File: src/rtl/mem_arb_pkg.sv
`default_nettype none
// ============================================================================
//  Module      : mem_arb_pkg
//  Description : Shared types and constants for the ICache/DCache memory bus
//                arbiter (state encoding, line geometry helpers).
//  Revision    : 1.0  initial release
// ============================================================================
package mem_arb_pkg;

    // Arbiter sequencing states
    typedef enum logic [1:0] {
        IDLE      = 2'd0,
        IC_BURST  = 2'd1,
        DC_ACCESS = 2'd2
    } arb_state_e;

    // Default ICache line length in 32-bit words
    localparam int C_LINE_WORDS = 4;

    // Width of the beat counter that walks one refill line
    function automatic int beat_cnt_w(input int line_words);
        return (line_words > 1) ? $clog2(line_words) : 1;
    endfunction

    // Width of the byte-offset field inside one line
    function automatic int line_off_w(input int line_words);
        return $clog2(line_words * 4);
    endfunction

    // Byte-offset width for the default line geometry
    localparam int C_LINE_OFF_W = $clog2(C_LINE_WORDS * 4);

endpackage
`default_nettype wire

File: src/rtl/mem_arb_rr2.sv
`default_nettype none
// ============================================================================
//  Module      : mem_arb_rr2
//  Description : Combinational two-way round-robin pick between the ICache
//                and DCache requesters. On a tie, the side that did not win
//                the previous grant is chosen.
//  Revision    : 1.0  initial release
// ============================================================================
module mem_arb_rr2 (
    input  logic ic_req,
    input  logic dc_req,
    input  logic last_dc,
    output logic pick_ic,
    output logic pick_dc
);

    // Lone requester wins outright; a tie goes to whoever lost last time
    always_comb begin
        pick_ic = ic_req & (~dc_req | last_dc);
        pick_dc = dc_req & (~ic_req | ~last_dc);
    end

endmodule
`default_nettype wire

File: src/rtl/mem_bus_arbiter.sv
`default_nettype none
// ============================================================================
//  Module      : mem_bus_arbiter
//  Description : Shares a single-ported memory between the ICache refill
//                engine (LINE_WORDS-beat read bursts) and the DCache word
//                port (single reads/writes). Grants are round-robin on ties,
//                all requester-facing outputs are registered, and the memory
//                side is driven only from state and latched registers.
//  Revision    : 1.0  initial release
// ============================================================================
module mem_bus_arbiter
    import mem_arb_pkg::*;
#(
    parameter int ADDR_W     = 32,
    parameter int DATA_W     = 32,
    parameter int LINE_WORDS = C_LINE_WORDS
) (
    input  logic                  clk,
    input  logic                  rst,
    // ICache refill port
    input  logic                  ic_req,
    input  logic [ADDR_W-1:0]     ic_addr,
    output logic                  ic_gnt,
    output logic                  ic_rvalid,
    output logic [DATA_W-1:0]     ic_rdata,
    output logic                  ic_done,
    // DCache word port
    input  logic                  dc_req,
    input  logic                  dc_we,
    input  logic [ADDR_W-1:0]     dc_addr,
    input  logic [DATA_W-1:0]     dc_wdata,
    input  logic [DATA_W/8-1:0]   dc_wstrb,
    output logic                  dc_gnt,
    output logic                  dc_rvalid,
    output logic [DATA_W-1:0]     dc_rdata,
    output logic                  dc_done,
    // Memory slave port
    output logic                  mem_req,
    output logic                  mem_we,
    output logic [ADDR_W-1:0]     mem_addr,
    output logic [DATA_W-1:0]     mem_wdata,
    output logic [DATA_W/8-1:0]   mem_wstrb,
    input  logic                  mem_ready,
    input  logic [DATA_W-1:0]     mem_rdata
);

    localparam int C_STRB_W = DATA_W / 8;
    localparam int C_BEAT_W = beat_cnt_w(LINE_WORDS);
    localparam int C_OFF_W  = line_off_w(LINE_WORDS);

    localparam logic [C_BEAT_W-1:0] C_LAST_BEAT = C_BEAT_W'(LINE_WORDS - 1);
    localparam logic [ADDR_W-1:0]   C_LINE_MASK = {{(ADDR_W-C_OFF_W){1'b1}}, {C_OFF_W{1'b0}}};
    localparam logic [ADDR_W-1:0]   C_WORD_MASK = {{(ADDR_W-2){1'b1}}, 2'b00};

    arb_state_e             state_q, state_d;
    logic                   last_dc_q, last_dc_d;
    logic [C_BEAT_W-1:0]    beat_q, beat_d;
    logic [ADDR_W-1:0]      ic_base_q, ic_base_d;
    logic [ADDR_W-1:0]      dc_addr_q, dc_addr_d;
    logic                   dc_we_q, dc_we_d;
    logic [DATA_W-1:0]      dc_wdata_q, dc_wdata_d;
    logic [C_STRB_W-1:0]    dc_wstrb_q, dc_wstrb_d;

    logic                   ic_gnt_q, ic_gnt_d;
    logic                   ic_rvalid_q, ic_rvalid_d;
    logic [DATA_W-1:0]      ic_rdata_q, ic_rdata_d;
    logic                   ic_done_q, ic_done_d;
    logic                   dc_gnt_q, dc_gnt_d;
    logic                   dc_rvalid_q, dc_rvalid_d;
    logic [DATA_W-1:0]      dc_rdata_q, dc_rdata_d;
    logic                   dc_done_q, dc_done_d;

    logic                   pick_ic;
    logic                   pick_dc;
    logic [ADDR_W-1:0]      beat_off;

    mem_arb_rr2 u_rr2 (
        .ic_req  (ic_req),
        .dc_req  (dc_req),
        .last_dc (last_dc_q),
        .pick_ic (pick_ic),
        .pick_dc (pick_dc)
    );

    // Next-state, latch capture and registered-output computation
    always_comb begin
        state_d     = state_q;
        last_dc_d   = last_dc_q;
        beat_d      = beat_q;
        ic_base_d   = ic_base_q;
        dc_addr_d   = dc_addr_q;
        dc_we_d     = dc_we_q;
        dc_wdata_d  = dc_wdata_q;
        dc_wstrb_d  = dc_wstrb_q;
        ic_gnt_d    = 1'b0;
        ic_rvalid_d = 1'b0;
        ic_rdata_d  = ic_rdata_q;
        ic_done_d   = 1'b0;
        dc_gnt_d    = 1'b0;
        dc_rvalid_d = 1'b0;
        dc_rdata_d  = dc_rdata_q;
        dc_done_d   = 1'b0;

        case (state_q)
            IDLE: begin
                beat_d = '0;
                if (pick_ic) begin
                    state_d   = IC_BURST;
                    ic_gnt_d  = 1'b1;
                    last_dc_d = 1'b0;
                    ic_base_d = ic_addr & C_LINE_MASK;
                end else if (pick_dc) begin
                    state_d    = DC_ACCESS;
                    dc_gnt_d   = 1'b1;
                    last_dc_d  = 1'b1;
                    dc_addr_d  = dc_addr & C_WORD_MASK;
                    dc_we_d    = dc_we;
                    dc_wdata_d = dc_wdata;
                    dc_wstrb_d = dc_wstrb;
                end
            end
            IC_BURST: begin
                if (mem_ready) begin
                    ic_rvalid_d = 1'b1;
                    ic_rdata_d  = mem_rdata;
                    beat_d      = beat_q + C_BEAT_W'(1);
                    if (beat_q == C_LAST_BEAT) begin
                        ic_done_d = 1'b1;
                        beat_d    = '0;
                        state_d   = IDLE;
                    end
                end
            end
            DC_ACCESS: begin
                if (mem_ready) begin
                    dc_done_d = 1'b1;
                    state_d   = IDLE;
                    if (!dc_we_q) begin
                        dc_rvalid_d = 1'b1;
                        dc_rdata_d  = mem_rdata;
                    end
                end
            end
            default: begin
                state_d = IDLE;
            end
        endcase
    end

    // Memory-side drive: depends only on state and latched registers
    always_comb begin
        beat_off                 = '0;
        beat_off[C_BEAT_W+1:2]   = beat_q;
        mem_req   = (state_q != IDLE);
        mem_we    = 1'b0;
        mem_addr  = '0;
        mem_wdata = '0;
        mem_wstrb = '0;
        if (state_q == IC_BURST) begin
            mem_addr = ic_base_q | beat_off;
        end else if (state_q == DC_ACCESS) begin
            mem_we    = dc_we_q;
            mem_addr  = dc_addr_q;
            mem_wdata = dc_wdata_q;
            mem_wstrb = dc_we_q ? dc_wstrb_q : '0;
        end
    end

    // State, latched request fields and registered outputs
    always_ff @(posedge clk or posedge rst) begin
        if (rst) begin
            state_q     <= IDLE;
            last_dc_q   <= 1'b0;
            beat_q      <= '0;
            ic_base_q   <= '0;
            dc_addr_q   <= '0;
            dc_we_q     <= 1'b0;
            dc_wdata_q  <= '0;
            dc_wstrb_q  <= '0;
            ic_gnt_q    <= 1'b0;
            ic_rvalid_q <= 1'b0;
            ic_rdata_q  <= '0;
            ic_done_q   <= 1'b0;
            dc_gnt_q    <= 1'b0;
            dc_rvalid_q <= 1'b0;
            dc_rdata_q  <= '0;
            dc_done_q   <= 1'b0;
        end else begin
            state_q     <= state_d;
            last_dc_q   <= last_dc_d;
            beat_q      <= beat_d;
            ic_base_q   <= ic_base_d;
            dc_addr_q   <= dc_addr_d;
            dc_we_q     <= dc_we_d;
            dc_wdata_q  <= dc_wdata_d;
            dc_wstrb_q  <= dc_wstrb_d;
            ic_gnt_q    <= ic_gnt_d;
            ic_rvalid_q <= ic_rvalid_d;
            ic_rdata_q  <= ic_rdata_d;
            ic_done_q   <= ic_done_d;
            dc_gnt_q    <= dc_gnt_d;
            dc_rvalid_q <= dc_rvalid_d;
            dc_rdata_q  <= dc_rdata_d;
            dc_done_q   <= dc_done_d;
        end
    end

    assign ic_gnt    = ic_gnt_q;
    assign ic_rvalid = ic_rvalid_q;
    assign ic_rdata  = ic_rdata_q;
    assign ic_done   = ic_done_q;
    assign dc_gnt    = dc_gnt_q;
    assign dc_rvalid = dc_rvalid_q;
    assign dc_rdata  = dc_rdata_q;
    assign dc_done   = dc_done_q;

endmodule
`default_nettype wire

File: config.mk
export PLATFORM = sky130hd
export DESIGN_NAME = mem_bus_arbiter
export DESIGN_NICKNAME = d
export VERILOG_FILES = /design/src/rtl/mem_arb_pkg.sv /design/src/rtl/mem_arb_rr2.sv /design/src/rtl/mem_bus_arbiter.sv
export SDC_FILE = /design/constraint.sdc
export NUM_CORES = 1
export LEC_CHECK = 0
export ABC_CLOCK_PERIOD_IN_PS = 6700
export CAP_MARGIN = 20
export CELL_PAD_IN_SITES_DETAIL_PLACEMENT = 0
export CELL_PAD_IN_SITES_GLOBAL_PLACEMENT = 2
export CORE_ASPECT_RATIO = 0.5
export CORE_MARGIN = 5
export CORE_UTILIZATION = 28
export DETAILED_ROUTE_END_ITERATION = 16
export PLACE_DENSITY = 0.82
export SETUP_SLACK_MARGIN = 0.15
export SYNTH_ARGS = -nofsm -noshare
export SYNTH_HDL_FRONTEND = slang
export SYNTH_SLANG_ARGS = --single-unit
File: constraint.sdc
create_clock -name clk -period 6.7 [get_ports clk]
set_clock_uncertainty 0.15 [all_clocks]
set_input_delay 1.34 -clock clk [delete_from_list [all_inputs] [get_ports clk]]
set_output_delay 1.34 -clock clk [all_outputs]
set_load 0.01 [all_outputs]
== After elaboration in Yosys (flattened, before gate mapping) ==
Index checks and enable logic that the tools add are counted.

* Bits in registers: 170
* Bits in latches: 0
* Memory bits (writable): 0
* Bits in read-only memories: 0
* Bits of input ports: 138
* Output and inout port bits: 140
* Logic and storage cells: 79
* Memories: 0

* Add/sub/neg operators: 1
* $mul: 0
* Div/mod/pow operators: 0
* Order comparisons: 0
* Eq/ne operators: 7
* Shift operators: 0
* Mux-type cells: 34
* Bitwise logic cells: 10
* Reduce and logical (&&, ||, !) cells: 11

{| class="wikitable"
|+ Operators with widths
! cell !! number
|-
| two-way mux 32 bit || 4
|-
| OR 32 x 4 -> 32 bit || 1
|-
| two-way mux 1 bit || 18
|-
| two-way mux 2 bit || 7
|-
| two-way mux 4 bit || 3
|-
| AND reduction 2 bit || 4
|-
| != test 2 bit, second input constant || 3
|-
| one-hot mux 2 bit (3 select lines) || 1
|-
| AND reduction 3 bit || 2
|-
| nonzero test 2 bit || 3
|-
| NOT 1 bit || 5
|-
| equality test 2 bit, second input constant || 2
|-
| one-hot mux 2 bit (2 select lines) || 1
|-
| AND reduction 4 bit || 1
|-
| != test 3 bit, second input constant || 1
|-
| adder 2 x 1 -> 2 bit, second input constant || 1
|-
| AND 1 bit || 2
|-
| equality test 2 x 1 -> 1 bit, second input constant || 1
|-
| zero test 2 bit || 1
|-
| OR 1 bit || 2
|}

== Longest topological paths before layout ==
* Word-level depth: 6
* Mapped depth: 5
* Gate-level depth less buffers: 4

== Cells and area by module ==
From an unflattened synthesis, not the netlist that was laid out.

* Cells, all modules: 459
* Area total of the unflattened synthesis: 6922.9 um^2

{| class="wikitable"
|+ Modules (own cells, without submodules)
! module !! instances !! cells an instance !! area each (um^2) !! sequential area each (um^2)
|-
| mem_bus_arbiter || 1 || 456 || 6904.1 || 4254.1
|-
| mem_arb_rr2 || 1 || 3 || 18.8 || 0.0
|}

== Least setup slack after synthesis ==
No wires, ideal clock.

* Kind: register to output
* From: register state_q[1]
* To: output mem_addr[15]
* Arrival: 1.215 ns
* Data required time: 5.210 ns
* Setup slack: 3.995 ns
* Cell stages (with the launch flop): 5
* Buffers on the path: 2
* Cells stage by stage: dfrtp_1 nor2b_1 buf_4 buf_2 a22o_1

* Word-level cells in the longest chain between the ends: 3
* Elaborated cells on any way between the ends: 4
* Those cells by class: eq/ne (2); mux (2)

{| class="wikitable"
|+ RTL lines
! what !! RTL line !! text
|-
| from (decl) || mem_bus_arbiter.sv:55 || <nowiki>arb_state_e state_q, state_d;</nowiki>
|-
| from (signal assigned) || mem_bus_arbiter.sv:189 || <nowiki>state_q <= state_d;</nowiki>
|-
| equality test 2 bit || mem_bus_arbiter.sv:161 || <nowiki>end else if (state_q == DC_ACCESS) begin</nowiki>
|-
| two-way mux 32 bit || mem_bus_arbiter.sv:161 ||
|-
| two-way mux 32 bit (*) || mem_bus_arbiter.sv:159 || <nowiki>if (state_q == IC_BURST) begin</nowiki>
|-
| to (decl) || mem_bus_arbiter.sv:40 || <nowiki>output logic [ADDR_W-1:0] mem_addr,</nowiki>
|}

Every way passes the cells marked *; elsewhere a longest branch is shown, timed or not.

== Final worst setup path ==
* From: register state_q[1]
* To: output mem_addr[2]

Same word-level chain as after synthesis.

==> impl_metrics.py <==
metrics = {
    "status": {
        "status": "finished, final reports clean",
    },
    "final_layout": {
        "fillCellCount": 2242,
        "finalNetCount": 859,
        "multi_input_area_um2": 2511,
        "drive_gt1_frac": 0.2760,
        "area_delta_synth_final_pct": 50.85,
        "seq_area_um2": 4254,
    },
    "power_and_ir_drop": {
        "power_leakage_nw": 4.373,
        "power_density_nw_per_um2": 467.7,
        "vdd_drop_max_mv": 0.1550,
        "finalPower_mw": 4.929,
    },
    "clocking": {
        "cts_tree": "yes",
        "htreeDepth": 4,
        "path_clk_slew_ps": 60,
        "cts_buffers": 17,
        "clkSinkCount": 170,
        "clkLatencyLatePin_ps": 420,
        "cts_root_buffer": "clkbuf_16",
        "cts.path.max_buffers": 2,
        "holdBufCountCts": 0,
        "cts.repair.resized": 0,
        "cts_setup_buffers": 0,
    },
    "critical_path": {
        "cp-start-kind": "register",
        "worst-path-buf-inv": 2,
        "required_ps": 5210,
        "critPathArrivalTime_ps": 2820,
        "cpMaxStageDelayCell": "clkdlybuf4s50_1",
        "cpPeakStageDelay_ps": 580,
        "cp_max_fo": 49,
        "endpoint_kind": "primary output",
        "cp_top_family": "buffers and inverters",
        "worstPathCellList": "nor2b_4 > buf_4 > a22o_1 > clkdlybuf4s50_1",
        "crit_type": "register to primary output",
    },
    "grt": {
        "grt_pass1_vias": 5029,
        "track_usage": 0.1414,
        "overflow": 0,
        "antenna_found_initial": 2,
        "grt_max_degree": 75,
        "grt_pass1_wl_mm": 30.51,
    },
    "drt": {
        "wl_met1_mm": 7.978,
        "vias_per_cell": 4.311,
        "dr.pass1.iters": 4,
        "met2_length_mm": 11.17,
        "top_layer_used": "met4",
        "wire_per_inst_um": 18.85,
        "vias": 4613,
        "final_antenna_net_count": 0,
        "wl_mm": 20.17,
        "drc_errors": 0,
        "routed-wl-met3_um": 487,
        "drtIter0Drc": 227,
    },
    "job": {
        "max-cap-violations": 0,
    },
    "sta": {
        "rsz0062_at_grt": "no",
        "slew_headroom": 0.3939,
        "tns_ps": 0,
        "slew_violations": 0,
        "hold_viol_final": 0,
        "finalWorstPathRequiredPeriod_ps": 4309,
        "period_share": 0.6432,
        "fmax_mhz": 232.1,
        "setup-violations-final": 0,
        "tightestPinTransition_ps": 908.2,
    },
    "yosys": {
        "seq_area_frac_synth": 0.6090,
        "yosysUniqueCellTypes": 24,
        "yosys.area.top_type": "dfrtp_1",
        "yosysWarnings": 0,
        "synth_area_um2": 6985,
        "yosys.area.top_type_share": 0.6090,
        "yosys-top-cells-area": "dfrtp_1, mux2_2, a22o_1",
        "syn_avg_cell_area_um2": 15.35,
        "syn-instance-count": 455,
        "synth-seq-cells": 170,
    },
    "die": {
        "start_util": 0.2878,
        "fp.dieW_um": 233.4,
        "ios": 278,
        "row_count": 40,
        "dieArea_um2": 28400,
        "core-area_um2": 24270,
        "die_y_um": 121.7,
    },
    "placement": {
        "routabilityCongestion": 0.7334,
        "io_buffers": 269,
        "dp_hpwl_mm": 14.51,
    },
    "hold_path": {
        "hp-class": "register to register",
    },
}
-- stage by stage --
step	worst slack, ps	hold WS, ps	instances	cell area (um^2)	util
detailed placement	2826	337.0	1037	9951	0.4099
finish	2391	345.0	1070	10540	0.4341
global route	2194	360.5	1070	10540	0.4341
floorplan	606.6	312.5	456	6989	-
CTS	2343	352.5	1068	10530	0.4339
global placement	2804	325.9	1037	9951	0.4099
-- final timing paths --
path,startpoint,end,slack [ps],depth (start not counted)
setup / recovery,state_q[1]$_DFFE_PP0P_,mem_addr[2],2390,4
hold / removal,dc_wdata_q[9]$_DFFE_PP0P_,dc_wdata_q[9]$_DFFE_PP0P_,350,1
setup reg to reg,state_q[1]$_DFFE_PP0P_,dc_wdata_q[12]$_DFFE_PP0P_,4190,4
hold reg to reg,dc_wdata_q[9]$_DFFE_PP0P_,dc_wdata_q[9]$_DFFE_PP0P_,350,1
max in group asynchronous,rst,ic_base_q[31]$_DFFE_PP0P_,3970,3
min in group asynchronous,rst,ic_base_q[22]$_DFFE_PP0P_,1260,2
-- synth_stat cells --
cell      instances
buf_6            11
nor2_2            1
mux2_4           11
buf_4             4
nand2_1           5
and3_1            6
nand2b_1          1
conb_1            1
nand3_1           4
nor3b_4           1
a22o_1           30
and2_1           34
buf_2            12
nand3b_1          1
dfrtp_1         170
o31ai_1           1
o21bai_1          1
inv_1             4
clkbuf_1          4
a21o_1            1
mux2_2          148
ha_1              1
nor2b_1           2
nand2b_4          1
-- per-layer routing --
metal / up-vias / global-route usage
met5: - / 0
met4: 0 / 0.05716
met3: 28 / 0.03027
met2: 69 / 0.2562
met1: 2378 / 0.1643
li1: 2138 / -
-- kinds of logic after synthesis --
| kind of cell | count (synthesis) | synth area share |
|---|---|---|
| AND/OR/NAND/NOR | 56 | 0.05069 |
| flip-flops | 170 | 0.6090 |
| other | 1 | 0.0005368 |
| buffers and inverters | 35 | 0.03493 |
| multiplexers | 159 | 0.2622 |
| AO/OA/AOI/OAI | 33 | 0.04084 |
| adder cells (fa/ha/maj) | 1 | 0.001791 |
-- report_power, final --
group | total [mW] | internal [mW] | switching, mW | leakage [nW]
logic | 2.14 | 1.31 | 0.830 | 2.06
registers | 1.80 | 1.54 | 0.257 | 2.03
clock network | 0.988 | 0.585 | 0.403 | 0.282
-- area by class of cell --
type | count | area share
well taps | 336 | 0.03990
clock buffers | 24 | 0.04666
multi-input cells | 251 | 0.2383
clock inverters | 7 | 0.008549
diodes | 2 | 0.0004749
inverters | 4 | 0.001900
repair buffers | 276 | 0.2605
flip-flops and latches | 170 | 0.4037
-- registers in the layout (all words and copies together), names as in the netlist, 2 cells and up --
signal	flops
state_q	2
dc_wstrb_q	4
ic_base_q	28
dc_rdata	32
ic_rdata	32
dc_addr_q	30
dc_wdata_q	32
beat_q	2
-- cells in the final DEF, fill, tap and decap left out --
| cell | count |
|---|---|
| nand2b_1 | 1 |
| a21o_1 | 1 |
| clkinv_2 | 3 |
| nor2b_2 | 1 |
| clkbuf_8 | 4 |
| and3_1 | 5 |
| nand2_1 | 5 |
| inv_1 | 3 |
| mux2_4 | 11 |
| a22o_1 | 30 |
| clkdlybuf4s50_1 | 269 |
| diode_2 | 2 |
| nand3_2 | 1 |
| o21bai_1 | 1 |
| o31ai_1 | 1 |
| mux2_2 | 148 |
| and3_4 | 1 |
| buf_4 | 7 |
| nor2_2 | 1 |
| inv_6 | 1 |
| nand3b_1 | 1 |
| bufinv_16 | 2 |
| nor2b_4 | 1 |
| dfrtp_1 | 170 |
| conb_1 | 2 |
| clkinvlp_4 | 2 |
| clkbuf_1 | 3 |
| nand3_1 | 3 |
| nor3b_4 | 1 |
| ha_1 | 1 |
| clkbuf_16 | 17 |
| and2_1 | 34 |
| nand2b_4 | 1 |
Power figures use the tool's default switching activity.
